$ cat config.mk
export PLATFORM = sky130hd
export DESIGN_NAME = ras_ckpt_flat
export DESIGN_NICKNAME = d
export VERILOG_FILES = /design/src/rtl/ras_ckpt_if.sv /design/src/rtl/ras_ckpt.sv /design/src/flat_wrapper.sv
export SDC_FILE = /design/constraint.sdc
export NUM_CORES = 1
export LEC_CHECK = 0
export ABC_AREA = 1
export CAP_MARGIN = 25
export CORE_MARGIN = 5
export CORE_UTILIZATION = 39
export DETAILED_ROUTE_END_ITERATION = 8
export GPL_TIMING_DRIVEN = 1
export PLACE_DENSITY_LB_ADDON = 0.25
export SYNTH_ARGS = -nofsm -noshare
export SYNTH_HDL_FRONTEND = slang
export SYNTH_SLANG_ARGS = --single-unit
$ cat constraint.sdc
create_clock -name clk -period 5.8 [get_ports clk]
set_input_delay 1.16 -clock clk [delete_from_list [all_inputs] [get_ports clk]]
set_output_delay 1.16 -clock clk [all_outputs]
set_load 0.005 [all_outputs]
$ cat src/rtl/ras_ckpt_if.sv
// Bundle of prediction-path signals between the fetch/decode logic and the
// checkpointed return address stack.
interface ras_ckpt_if #(
  parameter int ADDR_WIDTH = 32,
  parameter int DEPTH_LOG2 = 4,
  parameter int CKPT_LOG2  = 2
);
  logic                  push;
  logic                  pop;
  logic [ADDR_WIDTH-1:0] push_addr;
  logic                  ckpt_alloc;
  logic [CKPT_LOG2-1:0]  ckpt_id;
  logic                  ckpt_full;
  logic                  ckpt_free;
  logic                  restore;
  logic [CKPT_LOG2-1:0]  restore_id;
  logic [ADDR_WIDTH-1:0] pred_addr;
  logic                  pred_valid;
  logic [DEPTH_LOG2:0]   count;

  modport master (
    output push, pop, push_addr, ckpt_alloc, ckpt_free, restore, restore_id,
    input  ckpt_id, ckpt_full, pred_addr, pred_valid, count
  );

  modport slave (
    input  push, pop, push_addr, ckpt_alloc, ckpt_free, restore, restore_id,
    output ckpt_id, ckpt_full, pred_addr, pred_valid, count
  );
endinterface

$ cat src/rtl/ras_ckpt.sv
// Circular return address stack with a ring of snapshots (pointer, occupancy,
// top entry). A flush restores one snapshot exactly and releases that slot
// together with every younger one.
module ras_ckpt #(
  parameter int ADDR_WIDTH = 32,
  parameter int DEPTH_LOG2 = 4,
  parameter int CKPT_LOG2  = 2
) (
  input logic     clk,
  input logic     rst,
  ras_ckpt_if.slave bus
);
  localparam int DEPTH = 1 << DEPTH_LOG2;
  localparam int NCKPT = 1 << CKPT_LOG2;

  typedef logic [ADDR_WIDTH-1:0] addr_t;
  typedef logic [DEPTH_LOG2-1:0] ptr_t;
  typedef logic [DEPTH_LOG2:0]   cnt_t;
  typedef logic [CKPT_LOG2-1:0]  cid_t;
  typedef logic [CKPT_LOG2:0]    occ_t;

  addr_t entries_q [DEPTH];
  ptr_t  tp_q, tp_d;
  cnt_t  cnt_q, cnt_d;
  logic  wr_en;
  ptr_t  wr_idx;
  addr_t wr_data;

  // Snapshot slots hold data only; their validity is tracked by the ring.
  ptr_t  slot_tp_q  [NCKPT];
  cnt_t  slot_cnt_q [NCKPT];
  addr_t slot_top_q [NCKPT];

  cid_t  head_q, head_d;
  cid_t  tail_q, tail_d;
  occ_t  occ_q, occ_d;
  logic  full;
  logic  snap_en;
  logic  free_en;

  assign full           = (occ_q == occ_t'(NCKPT));
  assign bus.ckpt_full  = full;
  assign bus.ckpt_id    = tail_q;
  assign bus.pred_addr  = entries_q[tp_q];
  assign bus.pred_valid = (cnt_q != '0);
  assign bus.count      = cnt_q;

  // Stack next state: restore overrides push/pop; push+pop replaces the top.
  always_comb begin
    tp_d    = tp_q;
    cnt_d   = cnt_q;
    wr_en   = 1'b0;
    wr_idx  = tp_q;
    wr_data = bus.push_addr;
    if (bus.restore) begin
      tp_d    = slot_tp_q[bus.restore_id];
      cnt_d   = slot_cnt_q[bus.restore_id];
      wr_en   = 1'b1;
      wr_idx  = slot_tp_q[bus.restore_id];
      wr_data = slot_top_q[bus.restore_id];
    end else if (bus.push && bus.pop) begin
      wr_en   = 1'b1;
    end else if (bus.push) begin
      tp_d    = tp_q + 1'b1;
      wr_en   = 1'b1;
      wr_idx  = tp_q + 1'b1;
      if (cnt_q != cnt_t'(DEPTH)) cnt_d = cnt_q + 1'b1;
    end else if (bus.pop) begin
      // Pointer still moves on underflow to keep circular alignment.
      tp_d    = tp_q - 1'b1;
      if (cnt_q != '0) cnt_d = cnt_q - 1'b1;
    end
  end

  // Checkpoint ring next state. On restore the ring is first truncated to
  // the slots older than restore_id; a same-cycle free then applies only if
  // anything is left, so restoring the oldest slot always empties the ring.
  always_comb begin
    head_d  = head_q;
    tail_d  = tail_q;
    occ_d   = occ_q;
    snap_en = 1'b0;
    free_en = 1'b0;
    if (bus.restore) begin
      tail_d = bus.restore_id;
      occ_d  = occ_t'(cid_t'(bus.restore_id - head_q));
      if (bus.ckpt_free && (occ_d != '0)) begin
        head_d = head_q + 1'b1;
        occ_d  = occ_d - 1'b1;
      end
    end else begin
      snap_en = bus.ckpt_alloc && !full;
      free_en = bus.ckpt_free && (occ_q != '0);
      if (snap_en) tail_d = tail_q + 1'b1;
      if (free_en) head_d = head_q + 1'b1;
      occ_d = occ_q + occ_t'(snap_en) - occ_t'(free_en);
    end
  end

  // Stack state registers.
  always_ff @(posedge clk) begin
    if (rst) begin
      tp_q  <= '0;
      cnt_q <= '0;
      for (int i = 0; i < DEPTH; i++) entries_q[i] <= '0;
    end else begin
      tp_q  <= tp_d;
      cnt_q <= cnt_d;
      if (wr_en) entries_q[wr_idx] <= wr_data;
    end
  end

  // Ring pointers and in-flight count.
  always_ff @(posedge clk) begin
    if (rst) begin
      head_q <= '0;
      tail_q <= '0;
      occ_q  <= '0;
    end else begin
      head_q <= head_d;
      tail_q <= tail_d;
      occ_q  <= occ_d;
    end
  end

  // Snapshot capture of the pre-update stack state.
  always_ff @(posedge clk) begin
    if (snap_en && !rst) begin
      slot_tp_q[tail_q]  <= tp_q;
      slot_cnt_q[tail_q] <= cnt_q;
      slot_top_q[tail_q] <= entries_q[tp_q];
    end
  end
endmodule

$ cat src/flat_wrapper.sv
// flat-port wrapper written by rule: the top's interface ports become plain ports
module ras_ckpt_flat 
#(
  parameter int ADDR_WIDTH = 32,
  parameter int DEPTH_LOG2 = 4,
  parameter int CKPT_LOG2  = 2
)
  (clk, rst, bus_push, bus_pop, bus_push_addr, bus_ckpt_alloc, bus_ckpt_free, bus_restore, bus_restore_id, bus_ckpt_id, bus_ckpt_full, bus_pred_addr, bus_pred_valid, bus_count);
  ras_ckpt_if #(.ADDR_WIDTH(ADDR_WIDTH), .DEPTH_LOG2(DEPTH_LOG2), .CKPT_LOG2(CKPT_LOG2)) bus_i ();
  input logic clk;
  input logic rst;
  input wire logic [$bits(bus_i.push)-1:0] bus_push;
  input wire logic [$bits(bus_i.pop)-1:0] bus_pop;
  input wire logic [$bits(bus_i.push_addr)-1:0] bus_push_addr;
  input wire logic [$bits(bus_i.ckpt_alloc)-1:0] bus_ckpt_alloc;
  input wire logic [$bits(bus_i.ckpt_free)-1:0] bus_ckpt_free;
  input wire logic [$bits(bus_i.restore)-1:0] bus_restore;
  input wire logic [$bits(bus_i.restore_id)-1:0] bus_restore_id;
  output wire logic [$bits(bus_i.ckpt_id)-1:0] bus_ckpt_id;
  output wire logic [$bits(bus_i.ckpt_full)-1:0] bus_ckpt_full;
  output wire logic [$bits(bus_i.pred_addr)-1:0] bus_pred_addr;
  output wire logic [$bits(bus_i.pred_valid)-1:0] bus_pred_valid;
  output wire logic [$bits(bus_i.count)-1:0] bus_count;
  assign bus_i.push = bus_push;
  assign bus_i.pop = bus_pop;
  assign bus_i.push_addr = bus_push_addr;
  assign bus_i.ckpt_alloc = bus_ckpt_alloc;
  assign bus_i.ckpt_free = bus_ckpt_free;
  assign bus_i.restore = bus_restore;
  assign bus_i.restore_id = bus_restore_id;
  assign bus_ckpt_id = bus_i.ckpt_id;
  assign bus_ckpt_full = bus_i.ckpt_full;
  assign bus_pred_addr = bus_i.pred_addr;
  assign bus_pred_valid = bus_i.pred_valid;
  assign bus_count = bus_i.count;
  ras_ckpt #(.ADDR_WIDTH(ADDR_WIDTH), .DEPTH_LOG2(DEPTH_LOG2), .CKPT_LOG2(CKPT_LOG2)) u_core (.clk(clk), .rst(rst), .bus(bus_i));
endmodule
## Word level (Yosys, flattened, before mapping)

Memory sizes are Yosys's and may differ from the RTL's. A register that Yosys moved wholly into a read port is not among the register bits.
Index checks and enable logic that the tools add are counted.
Widths: inputs -> output; s select.

| storage, ports and cells | value |
|---|---|
| input bits | 41 |
| word-level logic and storage cells | 79 |
| memories kept | 4 |
| memory bits (writable) | 676 |
| flip-flop bits (word level) | 16 |

Memory list:

| memory | words | width | read ports | clocked after memory_dff | wr ports | line | RTL |
|---|---|---|---|---|---|---|---|
| u_core.entries_q | 16 | 32 | 1 | 1 | 16 | ras_ckpt.sv:22 | `addr_t entries_q [DEPTH];` |
| u_core.slot_top_q | 4 | 32 | 1 | 0 | 1 | ras_ckpt.sv:32 | `addr_t slot_top_q [NCKPT];` |
| u_core.slot_cnt_q | 4 | 5 | 1 | 0 | 1 | ras_ckpt.sv:31 | `cnt_t slot_cnt_q [NCKPT];` |
| u_core.slot_tp_q | 4 | 4 | 1 | 0 | 1 | ras_ckpt.sv:30 | `ptr_t slot_tp_q [NCKPT];` |

| operators by class | value |
|---|---|
| reduce and logical (&&, ||, !) cells | 18 |
| eq/ne operators | 5 |
| add/subtract/negate cells | 10 |
| mux-type cells | 37 |

Operators with widths:

| operator | count |
|---|---|
| $mux 32 | 2 |
| $mux 4 | 10 |
| $reduce_or 32->1 | 1 |
| $mux 5 | 6 |
| $mux 1 | 12 |
| $mux 2 | 5 |
| $reduce_bool 3->1 | 3 |
| $mux 3 | 2 |
| $reduce_bool 2->1 | 3 |
| $add 5x1->5 const B | 1 |
| $logic_and 1x1->1 | 5 |
| $ne 5x5->1 const B | 1 |
| $reduce_bool 5->1 | 1 |
| $sub 5x1->5 const B | 1 |
| $add 2x1->2 const B | 2 |
| $add 4x1->4 const B | 1 |
| $reduce_and 2->1 | 2 |
| $reduce_and 4->1 | 1 |
| $sub 4x1->4 const B | 1 |
| $add 3x1->3 | 1 |
| $eq 3x3->1 const B | 1 |
| $ne 3x1->1 const B | 1 |
| $sub 2x1->3 const B | 1 |
| $sub 3x1->3 | 1 |
| 4 further kinds | 5 |

## Depth between registers and ports, before layout

| logic depth | value |
|---|---|
| word-level depth | 8 |
| mapped depth | 17 |
| mapped depth without buffers | 14 |

## Worst setup path after synthesis

Ideal clock, no wire load.

| timing | value |
|---|---|
| kind | input -> register |
| from | input port bus_push |
| to | memory u_core.entries_q[11][0] in the netlist's numbering (enable) |
| setup slack | 0.855 ns |
| arrival time | 4.479 ns |
| setup time | 0.466 ns |
| path buffers | 2 |
| cell stages on the path | 8 |
| data required time | 5.334 ns |
| cell sequence | buf_4 inv_2 ha_1 o211ai_1 nand2_4 nand3_2 buf_6 o21ai_0 |

RTL lines:

| what | line | RTL |
|---|---|---|
| from (decl) | flat_wrapper.sv:12 | `input wire logic [$bits(bus_i.push)-1:0] bus_push;` |
| to (decl) | ras_ckpt.sv:22 |  |

==> flow_summary_export.csv <==
group,metric,value,unit
global_routing,grt_max_degree,229,
worst_setup_path,critPathMostFrequentCell,"o211ai_1",
sta,clock.fmax,205,MHz
floorplanning,io_pins,82,
finish,num-fill-cells,7285,
logic_synthesis,synth_nets,2904,
logic_synthesis,synth-edff-count,676,
logic_synthesis,syn_area,31100,um2
floorplanning,core_area,79000,um2
sta,rsz0062_at_grt,"no",
detailed_routing,avgViaCountPerCell,5.51,
logic_synthesis,synth_seq_cells,696,
sta,tightest_slew,1.09,ns
cts,clock_sinks,696,
cts,clk_latency,0.61,ns
logic_synthesis,synth_cell_type_count,37,
sta,setup_violations,0,
global_routing,grt.overflow.total,0,
cts,clk_pin_slew,0.06,ns
power,ir_worst_vdd,0.000177,V
power,p_leak,12.6,nW
placed_design,post-dp-hpwl,50400,um
floorplanning,die_area,85400,um2
sta,fin_ws,0.924,ns
worst_setup_path,cp_cell_sequence,"buf_12 > o21ai_0 > o211ai_1 > o211ai_1 > nand2_1 > clkdlybuf4s50_1",
logic_synthesis,syn_avg_cell_area,10.9,um2
detailed_routing,drt_iter0_drc,2156,
logic_synthesis,async_reset_ff_share,0,%
detailed_routing,routed-via-count,21600,
sta,fin_crit_sh,84.1,%
cts,root_buffer,"clkbuf_16",
cts,numCtsBuffers,72,
detailed_routing,dr.pass1.iters,6,
worst_setup_path,cp_max_fo,228,
logic_synthesis,synth.largest_area_cell,"edfxtp_1",
sta,finClkSkew,0.0293,ns
finish,ff_latch_area,20700,um2
global_routing,antenna_found_initial,0,
detailed_routing,ant_nets,0,
logic_synthesis,synth_area_leaders,"edfxtp_1, nor2_1, o21ai_0",
global_routing,grt_pass1_wl,131000,um
logic_synthesis,yosysWarnings,0,
worst_setup_path,cpMaxStageDelayCell,"buf_12",
sta,finalHoldViolCount,0,
detailed_routing,wire_per_inst,22.1,um
min_path,min_from,"u_core.head_q[0]$_SDFFE_PP0P_",
placed_design,globalplace.congestion,0.808,
global_routing,grt.total_usage,19.7,%
finish,multi_input_area,9080,um2
cts,cts_resized,0,
cts,post_cts_buffers,0,
worst_setup_path,path_class,"register to primary output",
finish,syn2layout_area_growth,12.6,%
status,outcome,"finished clean",
floorplanning,fp-row-count,103,
placed_design,port_buffers,81,
finish,drive_gt1_share,8.95,%
worst_setup_path,cpPeakStageDelay,0.65,ns
worst_setup_path,reg2reg_from,"u_core.tp_q[0]$_SDFFE_PP0P_",
placed_design,place_inst,3793,
floorplanning,initial_core_util,39.3,%
cts,cts_tree,"done",
floorplanning,die_x,292,um
finish,mostFrequentLayoutCell,"nor2_1",
detailed_routing,wl,86600,um
floorplanning,die_y,292,um
logic_synthesis,synth_cells,2845,
finish,layout.cells.non_filler,3923,
placed_design,place_ws,0.980,ns
worst_setup_path,critPathTopFamily,"buffers and inverters",
finish,n_antenna_cell,0,
sta,tns,0,ns
logic_synthesis,synthFlopType,"edfxtp_1",
finish,layout_common_cells,"nor2_1, edfxtp_1, o21ai_0",
finish,fin_nets,2880,
cts,cts_buffer_depth,3,
cts,cts_max_level,3,
sta,slew_viol_final,0,
logic_synthesis,ys_seq_area_share,66.6,%
global_routing,grt_pass1_vias,21200,
power,p_per_area,346,nW/um2
sta,maxSlewHeadroom,27.1,%
sta,period_minus_slack,4.88,ns
logic_synthesis,synth.top_cell.area_share,65.3,%
worst_setup_path,worst-path-buf-inv,2,
worst_setup_path,critPathRequiredTime,4.64,ns
job,maxCapViolCount,0,
worst_setup_path,endpoint_kind,"primary output",
detailed_routing,drc,0,
worst_setup_path,critical_path_arrival,3.72,ns
min_path,worstHoldPathType,"register to register",
cts,postCtsHoldBufs,0,
worst_setup_path,cp-start-kind,"register",
layer usage:
layer	vias up	share of wire [%]	track usage, %
met2	869	48	33.2
met4	0	2.0	5.26
met5	-	0	0
li1	9885	-	-
met1	10700	41	26.6
met3	134	8.2	3.46
flip-flops by register name (all words and copies together), names as in the netlist, named ones only:
| register | flops |
|---|---|
| u_core.bus.ckpt_id | 2 |
| u_core.bus.count | 5 |
| u_core.entries_q | 512 |
| u_core.head_q | 2 |
| u_core.occ_q | 3 |
| u_core.slot_cnt_q | 20 |
| u_core.slot_top_q | 128 |
| u_core.slot_tp_q | 16 |
| u_core.tp_q | 4 |
Yosys cell counts (13+ instances only):
library cell  count
o211ai_1        131
clkbuf_1         90
nand2_1         127
buf_1            16
o21ai_0         349
buf_2            93
nand3_1          48
inv_1            47
edfxtp_1        676
nor2_1          964
ha_1             16
o21a_1           33
buf_6            18
o22ai_2          29
nor3_1           56
o21ai_1          29
dfxtp_1          20
a21oi_1          23
nand2_2          13
buf_4            15
layout make-up:
class / instances / area share, %
inverter: 55 / 0.612
clock inverter: 36 / 1.03
multi-input combinational: 1862 / 26.0
clock buffer: 90 / 5.59
tap: 1050 / 3.76
sequential: 696 / 59.2
timing repair buffer: 134 / 3.84
power by group:
part	switching, mW	internal [mW]	total (mW)
combinational	1.09	0.461	1.56
clock	1.93	2.70	4.63
sequential	0.106	5.83	5.93
total	3.13	8.99	12.1
cells by family (layout without fill, tap and decap cells):
kind of cell / Yosys count / count (layout) / share of synthesized area, %
adder cells (fa/ha/maj): 18 / 18 / 0.773
buffers and inverters: 287 / 315 / 4.46
flip-flops: 696 / 696 / 66.6
XOR/XNOR: 5 / 5 / 0.141
AND/OR/NAND/NOR: 1234 / 1234 / 16.0
AO/OA/AOI/OAI: 605 / 605 / 12.0
final timing paths:
check | endpoint | slack, ns | cells after the start
worst max-delay path | bus_pred_addr[9] | 0.92 | 6
worst max register to register | u_core.entries_q[2][25]$_SDFFCE_PN0P_ | 2.17 | 11
worst min-delay path | u_core.head_q[0]$_SDFFE_PP0P_ | 0.51 | 1
worst min register to register | u_core.head_q[0]$_SDFFE_PP0P_ | 0.51 | 1
metrics by stage:
step	total power, mW	cell area, um2	utilization, %	hold slack [ns]
final	12.1	35000	44.3	0.507
after global routing	12.5	35000	44.3	0.559
after CTS	12.2	34900	44.2	0.504
after detailed placement	7.58	32600	41.3	0.491
after global placement	7.55	32500	41.2	0.472
after floorplan	6.91	31100	-	0.455
Power figures use the tool's default switching activity.
